==> src/rtl/arm_mem_pkg.sv <==
// Shared types and constants for the SRAM memory controller.
package arm_mem_pkg;

    localparam int unsigned SRAM_AW = 18;
    localparam int unsigned SRAM_DW = 16;

    // CPU byte address that maps onto SRAM word 0
    localparam logic [31:0] DEFAULT_BASE_ADDR = 32'd1024;

    // Access sequencer states: idle, low half-word, high half-word, completion
    typedef enum logic [1:0] {
        IDLE = 2'd0,
        LOW  = 2'd1,
        HIGH = 2'd2,
        DONE = 2'd3
    } sram_state_t;

endpackage

==> src/rtl/sram_wait_counter.sv <==
// Wait-state counter: counts cycles spent in one half-access phase and
// flags the final cycle of that phase.
module sram_wait_counter #(
    parameter int unsigned WAIT_CYCLES = 4
) (
    input  logic clk,
    input  logic rst,
    input  logic clear,
    input  logic enable,
    output logic tc
);

    logic [3:0] cnt_q;

    // Cleared on every phase entry; saturates at the terminal count
    always_ff @(posedge clk or negedge rst) begin
        if (!rst) begin
            cnt_q <= 4'd0;
        end else if (clear) begin
            cnt_q <= 4'd0;
        end else if (enable && !tc) begin
            cnt_q <= cnt_q + 4'd1;
        end
    end

    // Terminal count marks the last cycle of the current phase
    always_comb begin
        tc = (cnt_q == 4'(WAIT_CYCLES - 1));
    end

endmodule

==> src/rtl/sram_mem_ctrl.sv <==
// 32-bit CPU load/store port onto a 16-bit asynchronous SRAM.
// Each access is split into a low and a high half-word phase of WAIT_CYCLES
// cycles each, followed by a single DONE cycle in which ready is raised.
// Optional: define SRAM_ACCESS_CNT_EN to add rd_count/wr_count access counters.
module sram_mem_ctrl
    import arm_mem_pkg::*;
#(
    parameter int unsigned WAIT_CYCLES = 4,
    parameter logic [31:0] BASE_ADDR   = DEFAULT_BASE_ADDR
) (
    input  logic               clk,
    input  logic               rst,
    input  logic               rd_en,
    input  logic               wr_en,
    input  logic [31:0]        address,
    input  logic [31:0]        write_data,
    output logic [31:0]        read_data,
    output logic               ready,
    output logic [SRAM_AW-1:0] sram_addr,
    output logic [SRAM_DW-1:0] sram_dq_out,
    input  logic [SRAM_DW-1:0] sram_dq_in,
    output logic               sram_dq_oe,
    output logic               sram_we_n
`ifdef SRAM_ACCESS_CNT_EN
    ,
    output logic [31:0]        rd_count,
    output logic [31:0]        wr_count
`endif
);

    sram_state_t state_q, state_d;

    logic        req;
    logic        tc;
    logic        in_acc;
    logic        half;
    logic        cnt_clear;
    logic [16:0] off_word;

    // Request latched at access start; later input changes are ignored
    logic        is_wr_q;
    logic [16:0] word_q;
    logic [31:0] wdata_q;

    // Low half is staged so read_data only changes when a read completes
    logic [15:0] lo_q;
    logic [31:0] rdata_q;

    // Request decode and SRAM word offset of the CPU address
    always_comb begin
        req      = rd_en | wr_en;
        off_word = 17'((address - BASE_ADDR) >> 2);
        in_acc   = (state_q == LOW) || (state_q == HIGH);
        half     = (state_q == HIGH);
    end

    // Next-state logic; DONE always returns to IDLE for one request gap
    always_comb begin
        state_d = state_q;
        unique case (state_q)
            IDLE:    if (req) state_d = LOW;
            LOW:     if (tc)  state_d = HIGH;
            HIGH:    if (tc)  state_d = DONE;
            DONE:    state_d = IDLE;
            default: state_d = IDLE;
        endcase
        cnt_clear = (state_d != state_q);
    end

    // State register
    always_ff @(posedge clk or negedge rst) begin
        if (!rst) begin
            state_q <= IDLE;
        end else begin
            state_q <= state_d;
        end
    end

    // Latch request type, word address and store data at access start
    always_ff @(posedge clk or negedge rst) begin
        if (!rst) begin
            is_wr_q <= 1'b0;
            word_q  <= 17'd0;
            wdata_q <= 32'd0;
        end else if (state_q == IDLE && req) begin
            is_wr_q <= wr_en;
            word_q  <= off_word;
            wdata_q <= write_data;
        end
    end

    // Capture pad data on the last cycle of each read phase
    always_ff @(posedge clk or negedge rst) begin
        if (!rst) begin
            lo_q    <= 16'd0;
            rdata_q <= 32'd0;
        end else if (!is_wr_q && tc) begin
            if (state_q == LOW) begin
                lo_q <= sram_dq_in;
            end else if (state_q == HIGH) begin
                rdata_q <= {sram_dq_in, lo_q};
            end
        end
    end

    sram_wait_counter #(
        .WAIT_CYCLES(WAIT_CYCLES)
    ) u_wait_counter (
        .clk   (clk),
        .rst   (rst),
        .clear (cnt_clear),
        .enable(in_acc),
        .tc    (tc)
    );

    // SRAM pins and CPU handshake; strobe released on each phase's last cycle
    always_comb begin
        sram_addr   = in_acc ? {word_q, half} : '0;
        sram_dq_oe  = in_acc && is_wr_q && !tc;
        sram_we_n   = !(in_acc && is_wr_q && !tc);
        sram_dq_out = '0;
        if (in_acc && is_wr_q) begin
            sram_dq_out = half ? wdata_q[31:16] : wdata_q[15:0];
        end
        ready     = ((state_q == IDLE) && !req) || (state_q == DONE);
        read_data = rdata_q;
    end

`ifdef SRAM_ACCESS_CNT_EN
    logic [31:0] rd_cnt_q;
    logic [31:0] wr_cnt_q;

    // Count completed accesses by type; free-running wrap
    always_ff @(posedge clk or negedge rst) begin
        if (!rst) begin
            rd_cnt_q <= 32'd0;
            wr_cnt_q <= 32'd0;
        end else if (state_q == DONE) begin
            if (is_wr_q) begin
                wr_cnt_q <= wr_cnt_q + 32'd1;
            end else begin
                rd_cnt_q <= rd_cnt_q + 32'd1;
            end
        end
    end

    // Counter outputs
    always_comb begin
        rd_count = rd_cnt_q;
        wr_count = wr_cnt_q;
    end
`endif

endmodule

==> config.mk <==
export PLATFORM = sky130hd
export DESIGN_NAME = sram_mem_ctrl
export DESIGN_NICKNAME = d
export VERILOG_FILES = /design/src/rtl/arm_mem_pkg.sv /design/src/rtl/sram_wait_counter.sv /design/src/rtl/sram_mem_ctrl.sv
export SDC_FILE = /design/constraint.sdc
export NUM_CORES = 1
export LEC_CHECK = 0
export ABC_AREA = 0
export CAP_MARGIN = 15
export CORE_MARGIN = 2
export CORE_UTILIZATION = 40
export DETAILED_ROUTE_END_ITERATION = 7
export PLACE_DENSITY = 0.81
export SKIP_CTS_REPAIR_TIMING = 1
export SLEW_MARGIN = 20
export SYNTH_ARGS = -nofsm -noshare
export SYNTH_HDL_FRONTEND = slang
export SYNTH_HIERARCHICAL = 1
export SYNTH_SLANG_ARGS = --single-unit
==> constraint.sdc <==
create_clock -name clk -period 4.5 [get_ports clk]
set_input_delay 0.675 -clock clk [delete_from_list [all_inputs] [get_ports clk]]
set_output_delay 0.675 -clock clk [all_outputs]
set_load 0.01 [all_outputs]
* After elaboration in Yosys (flattened, before gate mapping)
Cells that the tools add are included.
** Cells by class
- Add/sub/neg operators :: 2
- Equality and inequality tests :: 5
- Multiplexer cells :: 9
- Bitwise logic cells :: 2
- Reduce and logical (&&, ||, !) cells :: 16
** Operators by type and width (number)
- $mux 16 :: 2
- $sub 19x11->19 const B :: 1
- $mux 18 :: 1
- $mux 4 :: 2
- $pmux 2 s4 :: 1
- $logic_and 1x1->1 :: 6
- $mux 2 :: 3
- $add 4x1->4 const B :: 1
- $eq 2x2->1 const B :: 2
- $eq 4x2->1 const B :: 1
- $logic_not 1->1 :: 4
- $reduce_and 3->1 :: 1
- $eq 2x1->1 const B :: 1
- $logic_not 2->1 :: 1
- $logic_or 1x1->1 :: 2
- $ne 2x2->1 :: 1
- $reduce_and 2->1 :: 1
- $reduce_bool 2->1 :: 1
- $not 1->1 :: 1
- $or 1x1->1 :: 1
** Storage, ports and cells
- Register bits after elaboration :: 104
- Bits of input ports :: 84
- Output and inout port bits :: 69
- Logic and storage cells :: 41

* Depth between registers and ports, before layout
- Depth after elaboration :: 5
- Gate-level depth with buffers :: 8
- Mapped depth without buffers :: 7

* By module
The synthesis kept the hierarchy.
** By module, submodules not included
- sram_mem_ctrl :: instances 1, cells each 410, area an instance 4370.4 um2, seq. area each 2502.4 um2
- sram_wait_counter :: instances 1, cells each 20, area an instance 221.5 um2, seq. area each 100.1 um2

* Worst setup path after synthesis
OpenSTA, ideal clock, no wires.
- Path type :: reg2out
- From :: reg state_q[0]
- To :: out sram_dq_out[10]
- Arrival time :: 1537 ps
- Data required time :: 3825 ps
- Path slack :: 2288 ps
- Cell stages (with the launch flop) :: 7
- Path through :: dfrtp_1 -> inv_1 -> ha_1 -> buf_2 -> buf_2 -> mux2i_1 -> nor2_1
** On the way
- Longest elaborated chain between the ends :: 4
- Elaborated cells between the ends (all ways) :: 6
- Classes of those cells :: eq/ne: 2; mux: 2; reduce/logical: 2
** Ends and longest elaborated chain
- start, declared :: line sram_mem_ctrl.sv:31 : sram_state_t state_q, state_d;
- start signal, assigned :: line sram_mem_ctrl.sv:75 : state_q <= state_d;
- $eq 2x1->1 or $eq 2x2->1 (tied branches) :: line sram_mem_ctrl.sv:53, sram_mem_ctrl.sv:54
- $logic_or 1x1->1 :: line sram_mem_ctrl.sv:53 : in_acc = (state_q == LOW) || (state_q == HIGH);
- $logic_and 1x1->1 :: line sram_mem_ctrl.sv:122 : if (in_acc && is_wr_q) begin
- $mux 16 (*) :: line sram_mem_ctrl.sv:122
- end, declared :: line sram_mem_ctrl.sv:20 : output logic [SRAM_DW-1:0] sram_dq_out,
Mark *: on every way between the ends. The rest lies on a longest branch, timed or not.

* Worst setup path after layout
- From :: reg state_q[1]
- To :: out sram_dq_out[3]
** On the way
- Longest elaborated chain between the ends :: 4
- Elaborated cells between the ends (all ways) :: 6
- Classes of those cells :: eq/ne: 2; mux: 2; reduce/logical: 2
** Ends and longest elaborated chain
- $eq 2x1->1 or $eq 2x2->1 (tied branches) :: line sram_mem_ctrl.sv:53
- $logic_or 1x1->1 (*) :: line sram_mem_ctrl.sv:53
- via in_acc :: line sram_mem_ctrl.sv:35 : logic in_acc;
- $logic_and 1x1->1 (*) :: line sram_mem_ctrl.sv:122
- $mux 16 (*) :: line sram_mem_ctrl.sv:122
The timed path passes the listed nets; every way through them passes the cells marked *.

==> flow_metrics.tcl <==
set metrics [dict create \
    rows 39 \
    dpl.cell_count 697 \
    layout.cells.most_common_list "clkdlybuf4s50_1 (136), nand2_1 (133), dfrtp_1 (104)" \
    drive_above_1_share_pct 13.9 \
    syn_avg_cell_area_um2 10.7 \
    final_nets 657 \
    grt_pass1_vias 3720 \
    vias 3500 \
    ys_seq_area_share_pct 56.7 \
    io_pins 153 \
    synth-seq-cells 104 \
    hold_slack_ns 0.433 \
    setup-tns-final_ns 0 \
    p_leak_nw 2.84 \
    route.antenna.remaining_nets 0 \
    crit_fanout 22 \
    crit_path_end_kind "output port" \
    peakVddDrop_v 0.000270 \
    drc 0 \
    p_sw_share_pct 35.3 \
    power_mw 4.00 \
    internal_power_mw 2.59 \
    yosys.area.top_type_share_pct 56.7 \
    wl_per_cell_um 14.8 \
    hold_class "in2async" \
    cts.reportedPaths.clkPinSlew_ns 0.08 \
    portBuffers 137 \
    outcome "finished, final reports clean" \
    clock-sinks 104 \
    gp_congestion 0.732 \
    utilization_pct 56.6 \
    synth_area_um2 4590 \
    final_cell_count_no_fill 713 \
    pwr-share-clk_pct 18.8 \
    antenna_found_initial 0 \
    final_common_cell "clkdlybuf4s50_1" \
    required_ns 3.83 \
    synthTopCellsByArea "dfrtp_1 (57%), mux2_2 (12%), nand2_1 (11%)" \
    n_antenna_cell 0 \
    start_util_pct 40.6 \
    synthArstFlopShare_pct 100 \
    post-place-ws_ns 1.37 \
    timing.final.crit_period_ns 3.44 \
    crit_start "state_q[1]" \
    area_delta_synth_final_pct 39.4 \
    yosysUniqueCellTypes 39 \
    cts_buffers 9 \
    setup_ws_ns 1.06 \
    drtPass1Iterations 5 \
    dp_hpwl_um 7490 \
    drv_slew 0 \
    max_freq_mhz 290 \
    rsz0062_at_grt "false" \
    setup_viol 0 \
    syn_nets 522 \
    synth_cells 430 \
    die-area_um2 12400 \
    combPwrFrac_pct 43.6 \
    core_um2 11300 \
    worstMarginPinSlew_ns 0.875 \
    design_area_um2 6400 \
    yosysTopAreaCell "dfrtp_1" \
    post_dp_cell_area_um2 6110 \
    worstSetupPathType "reg2out" \
    viasPerCell 4.91 \
    cts_tree "done" \
    synth_edf_count 0 \
    initialDrtViolationCount 149 \
    r2r-start "state_q[0]" \
    grt_pass1_wl_um 18000 \
    wl_um 10600 \
    p_sw_mw 1.41 \
    finalCritPeriodShare_pct 76.5 \
    cts-htree-levels 3 \
    die_width_um 111 \
    cts_root_buffer "clkbuf_16" \
    grt_max_degree 68 \
    power_density_nw_per_um2 625 \
    cts_buffer_depth 2 \
    grt_overflow_total 0 \
    clk_latency_ns 0.34 \
    clock_skew_ns 0.0107 \
    p_seq_share_pct 37.7 \
    ys.flop_type "dfrtp_1" \
    startpoint_type "flip-flop" \
    max_slew_margin_pct 41.6 \
    track_usage_pct 17.7 \
    hold_violations 0 \
    drv_cap 0 \
    die_y_um 111 \
    ys_warn_count 6 \
    arrival_ns 2.77 \
]
==> final cells by class <==
class                           count  area [um^2]
Clock buffer                        9          225
Clock inverter                      7         61.3
Fill cell                         967         4920
Inverter                            6         22.5
Multi-Input combinational cell    302         1910
Sequential cell                   104         2600
Tap cell                          143          179
Timing Repair Buffer              142         1410
==> cells in the mapped netlist (4+ instances only) <==
library cell / instances
nand2b_1: 4
nor2_1: 25
o21ai_0: 9
mux2i_1: 17
and2_1: 17
ha_1: 8
or4_1: 4
buf_2: 6
clkbuf_1: 12
or3_1: 4
a31oi_1: 4
inv_1: 6
dfrtp_1: 104
mux2_2: 48
nand2_1: 133
==> kinds of logic (layout without fill, tap and decap cells) <==
| family | after synthesis | after routing | share of synthesized area, % |
|---|---|---|---|
| xor+xnor | 3 | 3 | 0.572 |
| fa+ha+maj | 8 | 8 | 2.18 |
| simple gates | 201 | 201 | 19.4 |
| mux | 66 | 66 | 15.8 |
| compound gates | 24 | 24 | 3.27 |
| flops | 104 | 104 | 56.7 |
| buf+inv | 24 | 164 | 2.13 |
==> final timing paths <==
kind / end / slack (ns) / depth (start not counted)
setup / recovery: sram_dq_out[3] / 1.06 / 6
hold / removal: lo_q[1] / 0.43 / 1
setup reg to reg: u_wait_counter/cnt_q[1] / 1.92 / 7
hold reg to reg: word_q[0] / 0.48 / 2
max in group asynchronous: wdata_q[7] / 3.04 / 2
min in group clk: word_q[0] / 0.48 / 2
==> per-layer routing <==
metal	track usage, %	routed length, um	vias to the layer above
li1	-	-	1688
met5	0	0	-
met3	3.17	420	13
met4	5.51	147	0
met2	31.0	5500	80
met1	22.3	4500	1719
==> power groups by stage <==
| stage | Clock, mW | Combinational, mW | Sequential, mW |
|---|---|---|---|
| floorplan | 0 | 0.961 | 1.51 |
| global placement | 0 | 1.70 | 1.50 |
| detailed placement | 0 | 1.75 | 1.53 |
| CTS | 0.765 | 1.77 | 1.51 |
| global route | 0.803 | 1.92 | 1.56 |
| finish | 0.752 | 1.74 | 1.51 |
==> sequential cells by signal, indices dropped and copies added, names as in the netlist <==
name                  flops
state_q                   2
wdata_q                  32
read_data                32
u_wait_counter/cnt_q      4
word_q                   17
lo_q                     16
is_wr_q                   1
==> critical path: stages, from the launching register on <==
cell             delay [ns]
dfrtp_1                0.47
inv_1                  0.15
ha_1                   0.71
nand2_1                0.15
buf_4                  0.23
nor2_1                 0.17
clkdlybuf4s50_1        0.56
Note: power is estimated with default switching activity, not from simulation.
==> variant 1, RTL diff (config.mk and constraints unchanged) <==
The option `SRAM_ACCESS_CNT_EN` is turned on by a define.
--- a/src/rtl/sram_mem_ctrl.sv
+++ b/src/rtl/sram_mem_ctrl.sv
@@ -4,2 +4,4 @@
 // Optional: define SRAM_ACCESS_CNT_EN to add rd_count/wr_count access counters.
+`define SRAM_ACCESS_CNT_EN
+
 module sram_mem_ctrl
Function (old outputs only; new: rd_count and wr_count): kept (equiv_simple and equiv_induct, registers matched by name and starting in step).
==> variant 1 against the original RTL <==
Total power is 38% higher. Cell area is 60% higher. Area after synthesis is 62% higher. Wire length is 54% higher. Global-route usage is 0.75 points lower. Combinational power is 12% higher. Sequential cell count is 64 higher. Worst setup slack worse by 0.32 ns. Highest routed layer unchanged.
==> variant 1: results (changes against the original RTL) <==
[routing]
dr.pass1.iters = 4  ; -1
vias_per_cell = 5.04  ; +2.7%

[logic_synthesis]
synth_area_leaders = dfrtp_1, mux2_2, xnor2_1
yosysSeqAreaShare = 0.566  ; -0.00101
synth_compound_area_frac = 0.0190  ; -0.0137
syn_nets = 686  ; +31%
synth_xor_area_frac = 0.0813  ; +0.0756
ys_top_cells_by_count = dfrtp_1, mux2_2, xnor2_1, nand2_1, nor2_1
yosysUniqueCellTypes = 40  ; +2.6%
yosys.area_share.adder = 0.0168  ; -0.00496

[final_layout]
finish.net_count = 891  ; +36%
stdcell_count = 1038  ; +46%

[clock_tree]
htreeDepth = 4  ; +1
clkTransAtPathRegs_ns = 0.06  ; -0.02 ns

[global_routing]
grt_util_met3 = 0.0468  ; +0.0151
grt_max_degree = 101  ; +49%
grtUsageMet2 = 0.280  ; -0.0304
grt_pass1_vias = 5264  ; +42%

[critical_path]
path_max_fanout = 23  ; +4.5%
critPathArrivalTime_ns = 3.09  ; +0.32 ns
max_stage_delay_ns = 0.68  ; -0.03 ns
cp_top_family = simple AND/OR/NAND/NOR gates

[place]
gp_congestion = 0.757  ; +3.4%
dp_hpwl_um = 11500  ; +53%
io_buffer_count = 201  ; +47%

[power_and_ir_drop]
leakage_uw = 0.00434  ; +53%
max-vdd-ir-drop_mv = 0.327  ; +21%

[sta]
fin_worst_skew_ns = 0.00707  ; -0.00361 ns

[run_status]
outcome = completed

variant 1: changes by cell type in the layout (fill, tap and decap cells not counted), sizes merged, moves of 25 or more:
cell	delta
nand3	+25
clkdlybuf4s50	+64
nand4	+28
mux2	+42
nand2	-97
xnor2	+55
dfrtp	+64
variant 1: per-layer routing:
metal | part of all wire | up-vias | wire [um]
li1 | - | 2476 | -
met1 | 0.44 | 2605 | 7130
met2 | 0.49 | 141 | 8050
met3 | 0.060 | 12 | 982
met4 | 0.0074 | 0 | 121
met5 | 0 | - | 0
variant 1: final timing paths:
| check | start | to | slack (ns) | cells after the start |
|---|---|---|---|---|
| worst max register to register | state_q[0] | rd_count[16] | 2.03 | 5 |
| worst max-delay path | state_q[0] | sram_dq_out[0] | 0.74 | 5 |
| max in group asynchronous | rst | read_data[8] | 3.24 | 2 |
| min in group clk | word_q[10] | word_q[10] | 0.48 | 2 |
| worst min-delay path | rst | rd_count[12] | 0.35 | 1 |
| worst min register to register | word_q[10] | word_q[10] | 0.48 | 2 |
variant 1: through the flow:
step | power [uW] | utilization
floorplan | 3250 | -
global placement | 4090 | 0.536
detailed placement | 4160 | 0.536
CTS | 5610 | 0.567
global route | 5870 | 0.567
finish | 5540 | 0.567
variant 1: cells by family (layout without fill, tap and decap cells):
kind of cell / after synthesis / after routing
AO/OA/AOI/OAI: 24 / 24
XOR/XNOR: 69 / 69
adder cells (fa/ha/maj): 10 / 10
buffers and inverters: 29 / 246
flip-flops: 168 / 168
multiplexers: 108 / 108
AND/OR/NAND/NOR: 184 / 184
variant 1: layout make-up:
type / count / area (um^2)
Sequential cell: 168 / 4200
Multi-Input combinational cell: 395 / 3110
Inverter: 8 / 30.0
Timing Repair Buffer: 207 / 2070
Clock buffer: 20 / 437
Tap cell: 229 / 287
Clock inverter: 11 / 125
Fill cell: 1537 / 7830
variant 1: power breakdown:
| part | internal (uW) | switching, uW |
|---|---|---|
| Combinational | 1110 | 833 |
| Clock | 817 | 603 |
| Sequential | 1930 | 239 |
variant 1: worst register-to-register path, cell delays in order (launching register included):
cell and delay [ns]:
dfrtp_1 0.47, ha_1 0.35, nand3b_1 0.19, nor4_2 0.89
nand4_1 0.26, xnor2_1 0.20
==> variant 2, RTL diff (same flow settings) <==
Without the edit above. The 4 states of `sram_state_t` get a one-hot encoding in 4 bits.
--- a/src/rtl/arm_mem_pkg.sv
+++ b/src/rtl/arm_mem_pkg.sv
@@ -10,7 +10,7 @@
     // Access sequencer states: idle, low half-word, high half-word, completion
-    typedef enum logic [1:0] {
-        IDLE = 2'd0,
-        LOW  = 2'd1,
-        HIGH = 2'd2,
-        DONE = 2'd3
+    typedef enum logic [3:0] {
+        IDLE = 4'b0001,
+        LOW  = 4'b0010,
+        HIGH = 4'b0100,
+        DONE = 4'b1000
     } sram_state_t;
Behaviour: same outputs for any inputs over 10 cycles, from zero or initial values and one cycle with rst low; not proved beyond that.
==> variant 2 against the original RTL <==
Worst setup slack gained 0.064 ns. Area after synthesis is 5.7% higher. Global-route usage decreased by 0.56 points. Cell area rose by 3.1%. Wire length is 3.0% higher. Total power fell by 22%. Clock skew fell by 0.0065 ns. Critical endpoint is now sram_we_n. Sequential cell count grew 2.
==> variant 2: results (changes against the original RTL) <==
[sta]
fin_worst_skew_ns = 0.00415  ; -0.00654 ns
max-slew-margin-rel = 0.367  ; -0.0494

[routing]
num_vias = 3348  ; -4.3%
met1_length_um = 4630  ; +3.1%
wl_um = 10900  ; +3.0%
dr.pass1.iters = 4  ; -1

[final_layout]
final-clk-cell-share = 0.0451  ; +0.000374
multi_input_gates = 235  ; -22%
multi_input_area_share = 0.309  ; +0.0110
buf_share = 0.213  ; -0.00654
finish.net_count = 584  ; -11%
areaGrowthSynthToFinish_pct = 35.9
sh_seq_area = 0.402  ; -0.00433
layout-drive-gt1-share = 0.243  ; +0.104

[power_and_ir_drop]
power.density_mw_per_mm2 = 473  ; -24%
intPower_uw = 2220  ; -14%
seq_cell_power_uw = 1360  ; -9.9%
leakage_uw = 0.00295  ; +3.9%

[global_routing]
grt_max_degree = 67  ; -1.5%
grt_pass1_vias = 3629  ; -2.4%
grt_pass1_wl_um = 17700  ; -1.6%
grt_use_total = 0.171  ; -0.00561

[logic_synthesis]
synth_xor_area_frac = 0.00721  ; +0.00149
netlist.area_leader.share = 0.541  ; -0.0257
synth_seq_cells = 106  ; +1.9%
postSynthCellCount = 367  ; -15%
synth_area_leaders = dfrtp_1, mux2_4, mux2_2

[run_status]
outcome = completed

[critical_path]
rr_endpoint = wdata_q[27]
path_max_fanout = 18  ; -18%
cp_top_family = simple AND/OR/NAND/NOR gates
r2r_cells = 4  ; -3

[place]
dp_slack_ns = 1.44  ; +0.0665 ns

[variant 2: changes by cell type after synthesis, moves of 5 or more]
cell / before / now
mux2_4: 1 / 41
o21ai_0: 9 / 4
and3_1: 1 / 17
buf_6: 0 / 7
nand2_1: 133 / 35
clkbuf_1: 12 / 5
nor2_1: 25 / 6
and2_1: 17 / 2
mux2i_1: 17 / 1
a21oi_1: 2 / 28
ha_1: 8 / 2
[variant 2: how the worst max path moves through the flow]
stage / end / slack (ns) / cells past startpoint / start
CTS: sram_we_n / 1.05 / 4 / state_q[2]
global route: sram_we_n / 0.91 / 4 / state_q[2]
global placement: sram_we_n / 1.50 / 4 / state_q[2]
detailed placement: sram_we_n / 1.44 / 4 / state_q[2]
floorplan: sram_dq_out[10] / 2.13 / 7 / state_q[1]
finish: sram_we_n / 1.12 / 4 / state_q[2]
[variant 2: layer usage]
layer / vias to the layer above / GRT usage
met2: 106 / 0.291
met5: - / 0
li1: 1561 / -
met3: 17 / 0.0339
met4: 0 / 0.0715
met1: 1664 / 0.214
